File: config.mk
export PLATFORM = sky130hd
export DESIGN_NAME = mem_port_arbiter
export DESIGN_NICKNAME = d
export VERILOG_FILES = /design/src/rtl/mem_port_arbiter.sv
export SDC_FILE = /design/constraint.sdc
export NUM_CORES = 1
export LEC_CHECK = 0
export BUFFER_PORTS_ARGS = -buffer_cell sky130_fd_sc_hd__buf_2
export CORE_AREA = 2 2 192 194
export CTS_BUF_LIST = sky130_fd_sc_hd__clkbuf_4 sky130_fd_sc_hd__clkbuf_8
export CTS_CLUSTER_DIAMETER = 100
export CTS_CLUSTER_SIZE = 24
export DETAILED_ROUTE_END_ITERATION = 8
export DIE_AREA = 0 0 194 196
export GPL_TIMING_DRIVEN = 0
export PLACE_DENSITY_LB_ADDON = 0.25
export REMOVE_ABC_BUFFERS = 1
export SYNTH_ARGS = -nofsm -noshare
export SYNTH_HDL_FRONTEND = slang
export SYNTH_SLANG_ARGS = --single-unit
File: constraint.sdc
create_clock -name clk -period 2.8 [get_ports clk]
set_input_delay 0.14 -clock clk [delete_from_list [all_inputs] [get_ports clk]]
set_output_delay 0.14 -clock clk [all_outputs]
set_load 0.02 [all_outputs]
File: src/rtl/mem_port_arbiter.sv
// Arbitrates one single-ported 64-bit memory between instruction fetch and data access.
// Optional wait-cycle counters are enabled by defining ARB_PERF_CNT_EN.
module mem_port_arbiter #(
    parameter int MAX_DM_STREAK = 4
) (
    input  logic        clk,
    input  logic        reset,
    input  logic        if_req,
    input  logic [63:0] if_addr,
    output logic [31:0] if_rdata,
    output logic        if_valid,
    input  logic        dm_req,
    input  logic        dm_we,
    input  logic [63:0] dm_addr,
    input  logic [63:0] dm_wdata,
    output logic [63:0] dm_rdata,
    output logic        dm_valid,
    output logic        mem_req,
    output logic        mem_we,
    output logic [63:0] mem_addr,
    output logic [63:0] mem_wdata,
    input  logic [63:0] mem_rdata,
    input  logic        mem_ready,
`ifdef ARB_PERF_CNT_EN
    output logic [31:0] perf_if_wait,
    output logic [31:0] perf_dm_wait,
`endif
    output logic        stall_if,
    output logic        stall_mem
);

    localparam logic [3:0] STREAK_MAX = 4'(MAX_DM_STREAK);

    typedef enum logic [1:0] {IDLE, BUSY_IF, BUSY_DM} state_t;

    state_t      state_q, state_d;
    logic [3:0]  streak_q, streak_d;
    logic        mem_req_q, mem_req_d;
    logic        mem_we_q, mem_we_d;
    logic [63:0] mem_addr_q, mem_addr_d;
    logic [63:0] mem_wdata_q, mem_wdata_d;
    logic        if_sel_q, if_sel_d;
    logic        if_valid_q, if_valid_d;
    logic [31:0] if_rdata_q, if_rdata_d;
    logic        dm_valid_q, dm_valid_d;
    logic [63:0] dm_rdata_q, dm_rdata_d;

    always_comb begin
        state_d     = state_q;
        streak_d    = streak_q;
        mem_req_d   = mem_req_q;
        mem_we_d    = mem_we_q;
        mem_addr_d  = mem_addr_q;
        mem_wdata_d = mem_wdata_q;
        if_sel_d    = if_sel_q;
        if_valid_d  = 1'b0;
        if_rdata_d  = if_rdata_q;
        dm_valid_d  = 1'b0;
        dm_rdata_d  = dm_rdata_q;
        case (state_q)
            IDLE: begin
                // Data side wins unless fetch has already been passed over STREAK_MAX times
                if (dm_req && !(if_req && streak_q == STREAK_MAX)) begin
                    state_d     = BUSY_DM;
                    mem_req_d   = 1'b1;
                    mem_we_d    = dm_we;
                    mem_addr_d  = dm_addr;
                    mem_wdata_d = dm_wdata;
                    if (!if_req)
                        streak_d = 4'd0;
                    else if (streak_q != STREAK_MAX)
                        streak_d = streak_q + 4'd1;
                end else if (if_req) begin
                    state_d    = BUSY_IF;
                    mem_req_d  = 1'b1;
                    mem_we_d   = 1'b0;
                    mem_addr_d = {if_addr[63:3], 3'b000};
                    if_sel_d   = if_addr[2];
                    streak_d   = 4'd0;
                end
            end
            BUSY_IF: begin
                if (mem_ready) begin
                    state_d    = IDLE;
                    mem_req_d  = 1'b0;
                    if_valid_d = 1'b1;
                    if_rdata_d = if_sel_q ? mem_rdata[63:32] : mem_rdata[31:0];
                end
            end
            BUSY_DM: begin
                if (mem_ready) begin
                    state_d    = IDLE;
                    mem_req_d  = 1'b0;
                    dm_valid_d = 1'b1;
                    if (!mem_we_q)
                        dm_rdata_d = mem_rdata;
                end
            end
            default: state_d = IDLE;
        endcase
    end

    always_ff @(posedge clk) begin
        if (reset) begin
            state_q     <= IDLE;
            streak_q    <= 4'd0;
            mem_req_q   <= 1'b0;
            mem_we_q    <= 1'b0;
            mem_addr_q  <= 64'd0;
            mem_wdata_q <= 64'd0;
            if_sel_q    <= 1'b0;
            if_valid_q  <= 1'b0;
            if_rdata_q  <= 32'd0;
            dm_valid_q  <= 1'b0;
            dm_rdata_q  <= 64'd0;
        end else begin
            state_q     <= state_d;
            streak_q    <= streak_d;
            mem_req_q   <= mem_req_d;
            mem_we_q    <= mem_we_d;
            mem_addr_q  <= mem_addr_d;
            mem_wdata_q <= mem_wdata_d;
            if_sel_q    <= if_sel_d;
            if_valid_q  <= if_valid_d;
            if_rdata_q  <= if_rdata_d;
            dm_valid_q  <= dm_valid_d;
            dm_rdata_q  <= dm_rdata_d;
        end
    end

    assign mem_req   = mem_req_q;
    assign mem_we    = mem_we_q;
    assign mem_addr  = mem_addr_q;
    assign mem_wdata = mem_wdata_q;
    assign if_valid  = if_valid_q;
    assign if_rdata  = if_rdata_q;
    assign dm_valid  = dm_valid_q;
    assign dm_rdata  = dm_rdata_q;
    assign stall_if  = if_req & ~if_valid_q;
    assign stall_mem = dm_req & ~dm_valid_q;

`ifdef ARB_PERF_CNT_EN
    logic [31:0] perf_if_q, perf_if_d;
    logic [31:0] perf_dm_q, perf_dm_d;

    always_comb begin
        perf_if_d = perf_if_q;
        perf_dm_d = perf_dm_q;
        if (stall_if && perf_if_q != 32'hFFFF_FFFF)
            perf_if_d = perf_if_q + 32'd1;
        if (stall_mem && perf_dm_q != 32'hFFFF_FFFF)
            perf_dm_d = perf_dm_q + 32'd1;
    end

    always_ff @(posedge clk) begin
        if (reset) begin
            perf_if_q <= 32'd0;
            perf_dm_q <= 32'd0;
        end else begin
            perf_if_q <= perf_if_d;
            perf_dm_q <= perf_dm_d;
        end
    end

    assign perf_if_wait = perf_if_q;
    assign perf_dm_wait = perf_dm_q;
`endif

endmodule

# Word-level counts from Yosys, hierarchy flattened
# Index checks and enable logic that the tools add are counted.
# classes
add_sub_neg,1
n_eq_ne,7
muxes,18
n_bitwise,8
n_reduce_logical,17
# op_table
op,n
2-to-1 mux 64 bit,2
2-to-1 mux 32 bit,1
2-to-1 mux 4 bit,4
AND reduction 3 bit,4
AND reduction 2 bit,4
2-to-1 mux 1 bit,6
2-to-1 mux 2 bit,3
inverter 1 bit,6
OR reduction 2 bit,3
adder 4 x 1 -> 4 bit (second input constant),1
equality test 4 x 3 -> 1 bit (second input constant),1
inequality test 4 x 3 -> 1 bit (second input constant),1
one-hot mux 2 bit (2 select lines),1
nonzero test 2 bit,2
inequality test 3 x 2 -> 1 bit (second input constant),1
inequality test 3 bit (second input constant),1
AND 1 bit,2
equality test 2 x 1 -> 1 bit (second input constant),1
equality test 2 bit (second input constant),1
logical AND 1 bit,2
logical NOT 2 bit,1
inequality test 2 x 1 -> 1 bit (second input constant),1
one-hot mux 1 bit (2 select lines),1
logical NOT 1 bit,1
# word_totals
regBits,235
out_inout_bits,230

# Longest topological paths before layout
# depth
depth_word,6
mapped_depth,8
ltp_nobuf,5

# Worst setup path after synthesis
# OpenSTA, ideal clock, no wires.
# synth_path
kind,register to register
start,register streak_q[0]
end,register mem_wdata_q[43] (netlist: mem_wdata[43])
arrival_ns,1.472
t_required_ns,2.668
slack_ns,1.195
path_stages_with_launch,9
n_path_buf,3
period_less_slack_ns,1.605
cell_sequence,dfxtp_1 inv_1 ha_1 and4b_1 buf_4 buf_6 buf_6 o31ai_2 a21oi_1
# synth_via
elab_chain_len,5
# synth_lines
element,line_no,rtl
"start, declared",37,"logic [3:0] streak_q, streak_d;"
"start signal, assigned",118,streak_q <= streak_d;
equality test 4 x 3 -> 1 bit,63,if (dm_req && !(if_req && streak_q == STREAK_MAX)) begin
logical AND 1 bit,63,
logical NOT 1 bit,63,
logical AND 1 bit,63,
AND reduction 2 bit (no line),-,
"end signal, assigned",122,mem_wdata_q <= mem_wdata_d;
"end, declared",41,"logic [63:0] mem_wdata_q, mem_wdata_d;"
# No other way between the ends.
# A chain may end at the register's enable or synchronous reset.

# Final worst setup path
# layout_path
start,register streak_q[0]
end,register mem_addr_q[0] (netlist: mem_addr[0])
# layout_via
elab_chain_len,6
word_cells_on_any_way,7
# layout_lines
element,line_no,rtl
equality test 4 x 3 -> 1 bit *,63,
logical AND 1 bit *,63,
logical NOT 1 bit *,63,
logical AND 1 bit *,63,
nonzero test 2 bit (no line),-,
AND reduction 2 bit (no line),-,
"end signal, assigned",121,mem_addr_q <= mem_addr_d;
"end, declared",40,"logic [63:0] mem_addr_q, mem_addr_d;"
# Every way passes the cells marked *; elsewhere a longest branch is shown, timed or not.

==> flow_summary.yaml <==
pwr:
  power_density_mw_per_mm2: 484
  peakVddDrop_mv: 0.478
  cellLeakagePower_nw: 6.65
floorplanning:
  io_pins: 492
  die-area_mm2: 0.0380
  start_util_pct: 27.7
  row_count: 70
  fp.dieH_um: 196
  die_w_um: 194
  core_area_mm2: 0.0361
yosys:
  synth_xor_area_share_pct: 0
  yosysTopAreaCell: "dfxtp_1"
  yosys-top-cells-area: "dfxtp_1 47%, a21oi_1 6.8%, nand2_1 5.2%"
  synth_fa_ha_area_share_pct: 0.627
  synth-seq-cells: 235
  synthMuxAreaShare_pct: 3.31
  syn-cell-area_mm2: 0.00998
  synth_edf_count: 0
  avgSynthCellArea_um2: 8.57
  synth_top_family_by_area: "compound AO/OA/AOI/OAI gates"
  ys_async_sr_fraction_pct: 0
  synth.distinct_cells: 35
  yosys_warnings: 0
  netlist_instances: 1165
  synth-compound-area-share_pct: 25.2
  yosys.area_share.simple_pct: 17.1
  yosys_most_used_dff: "dfxtp_1"
  synth_top_area_share_pct: 47.1
  yosysSeqAreaShare_pct: 47.1
placed_design:
  gp_congestion: 0.773
  io_buffers: 489
  dp_slack_ps: 32.5
  place.detailed.hpwl_um: 26700
route:
  wl_per_cell_um: 18.4
  drtAntennaViolNets: 0
  num_vias: 11639
  routed_wl_um: 42200
  drt_iter0_drc: 511
  avgViaCountPerCell: 5.09
  firstDrtPassIters: 7
  drcViolationCount: 0
cts:
  cts_buffer_depth: 3
  root_buffer: "clkbuf_8"
  cts_tree: "yes"
  cts_buffers: 14
  clock-sinks: 235
  path_clk_slew_ps: 140
  clock_latency_ps: 560
  htreeDepth: 1
  post_cts_resized: 0
final_layout:
  layout_commonest_cell: "buf_2"
  area_growth_pct: 57.6
  layout_common_cells: "487 x buf_2, 264 x dlygate4sd3_1, 234 x dfxtp_1"
  regArea_mm2: 0.00471
  drive_above_1_share_pct: 31.3
  nets: 2080
  fillCellCount: 3528
  multiInputGateArea_mm2: 0.00466
hold_path:
  hold_class: "input port to register"
  min_from: "reset"
global_route:
  grt.overflow.total: 0
  grtUsageMet1_pct: 25.8
  grt.total_usage_pct: 20.6
  grt_max_degree: 126
  gr-usage-met2_pct: 35.4
  grt_pass1_wl_um: 64500
  grt_pass1_vias: 11401
  use_met3_pct: 4.38
  grt.busiest_layer: "met2"
  antenna_found_initial: 1
sta:
  skew_ps: 30.6
  hold_violations: 1
  worst_slack_ps: 192
  slew_violations: 0
  setup_viol: 0
  finalSetupTns_ps: 0
  relSlewSlack_pct: 34.9
  fin_crit_ps: 2610
  fin_crit_sh_pct: 93.1
  rsz0062_at_grt: "false"
  whs_ps: -0.620
  fmax_mhz: 383
  worstMarginPinSlew_ps: 975
critical_path:
  r2r_cells: 7
  required_ps: 3220
  rrSetupSlack_ps: 190
  crit_fanout: 43
  crit-reg2reg-capture: "mem_addr[0]"
  critPathCaptureType: "register"
  max_stage_delay_ps: 570
  crit_arrival_ps: 3030
  start_kind: "register"
  criticalPathCategory: "register to register"
  crit_start: "streak_q[0]"
  cp_cell_sequence: "inv_1 -> ha_1 -> nand4b_4 -> buf_12 -> nand4_1 -> dlygate4sd3_1 -> a21oi_1"
  crit_path_top_delay_cell: "nand4b_4"
  timing.rr.start: "streak_q[0]"
  endpoint: "mem_addr[0]"
outcome:
  status: "complete, but fails checks"
  violations: "hold timing"
flow_run:
  maxCapViolations: 0
-- cells by family (layout without fill, tap and decap cells) --
| family | after synthesis | in the layout |
|---|---|---|
| AO/OA/AOI/OAI | 379 | 380 |
| adder cells (fa/ha/maj) | 5 | 5 |
| buffers and inverters | 144 | 796 |
| flip-flops | 235 | 235 |
| multiplexers | 33 | 33 |
| other | 0 | 1 |
| AND/OR/NAND/NOR | 369 | 369 |
-- cell type report --
type / count / area share [%]
Timing Repair Buffer: 768 / 34.8
Sequential cell: 235 / 29.9
Multi-Input combinational cell: 787 / 29.6
Tap cell: 468 / 3.72
Clock buffer: 17 / 1.41
Clock inverter: 4 / 0.247
Inverter: 7 / 0.215
Antenna cell: 1 / 0.0159
-- per-layer routing --
metal	vias up	wire length, um
met4	0	1150
met1	5508	17400
met2	535	20500
met5	-	0
li1	5535	-
met3	61	3130
-- synthesized netlist by cell type (all sizes together) (2+ instances only) --
master  count
dfxtp     235
nand2     137
a21oi     136
nor2       80
o21ai      79
clkbuf     74
nand4      70
nand3      66
o31ai      64
buf        63
a311oi     46
a211oi     33
mux2i      33
a31oi      17
inv         7
ha          5
and2        3
nand4b      3
and4b       2
nand3b      2
nor2b       2
o32ai       2
-- stage by stage --
stage                     area, um^2  utilization (%)  hold slack, ps  std cells  total power (W)
after floorplan                 9350                -             209       1028          0.00478
after global placement         12400             34.3             395       1985          0.00558
after detailed placement       12800             35.5             397       2000          0.00563
after CTS                      15700             43.6           0.113       2285          0.00768
after global routing           15700             43.6            15.2       2287          0.00802
final                          15700             43.6          -0.620       2287          0.00761
-- how the worst min path moves through the flow --
stage	depth (start not counted)	slack [ps]	end
after floorplan	1	210	dm_rdata[0]
after global placement	3	390	dm_rdata[27]
after detailed placement	3	400	dm_rdata[27]
after CTS	3	0.1	mem_wdata[57]
after global routing	3	20	mem_wdata[44]
final	2	-0.6	mem_wdata[25]
-- registers in the layout (all words and copies together), names as in the netlist --
| name | count |
|---|---|
| if_rdata | 32 |
| if_valid | 1 |
| mem_req | 1 |
| if_sel_q | 1 |
| dm_rdata | 64 |
| mem_addr | 64 |
| mem_we | 1 |
| state_q | 2 |
| dm_valid | 1 |
| mem_wdata | 64 |
| streak_q | 4 |
-- report_power, final --
group / total [W] / internal, W / leakage [nW] / switching [W]
clock network: 0.00172 / 0.000547 / 0.136 / 0.00117
logic: 0.00214 / 0.000887 / 4.59 / 0.00125
registers: 0.00375 / 0.00361 / 1.93 / 0.000144
-- repair_timing --
action	in CTS	in global routing
hold endpoints to repair	229	0
buffers inserted	0	0
setup endpoints to repair	0	30
hold buffers	264	0
-- worst max-delay path, delay by kind of cell (launching register included) --
family,cells,cell delay [ps]
adders and majority gates,1,250
buffers and inverters,3,1110
and+or+nand+nor,2,690
DFF,1,360
AOI/OAI and AO/OA,1,70
Power figures use the tool's default switching activity.
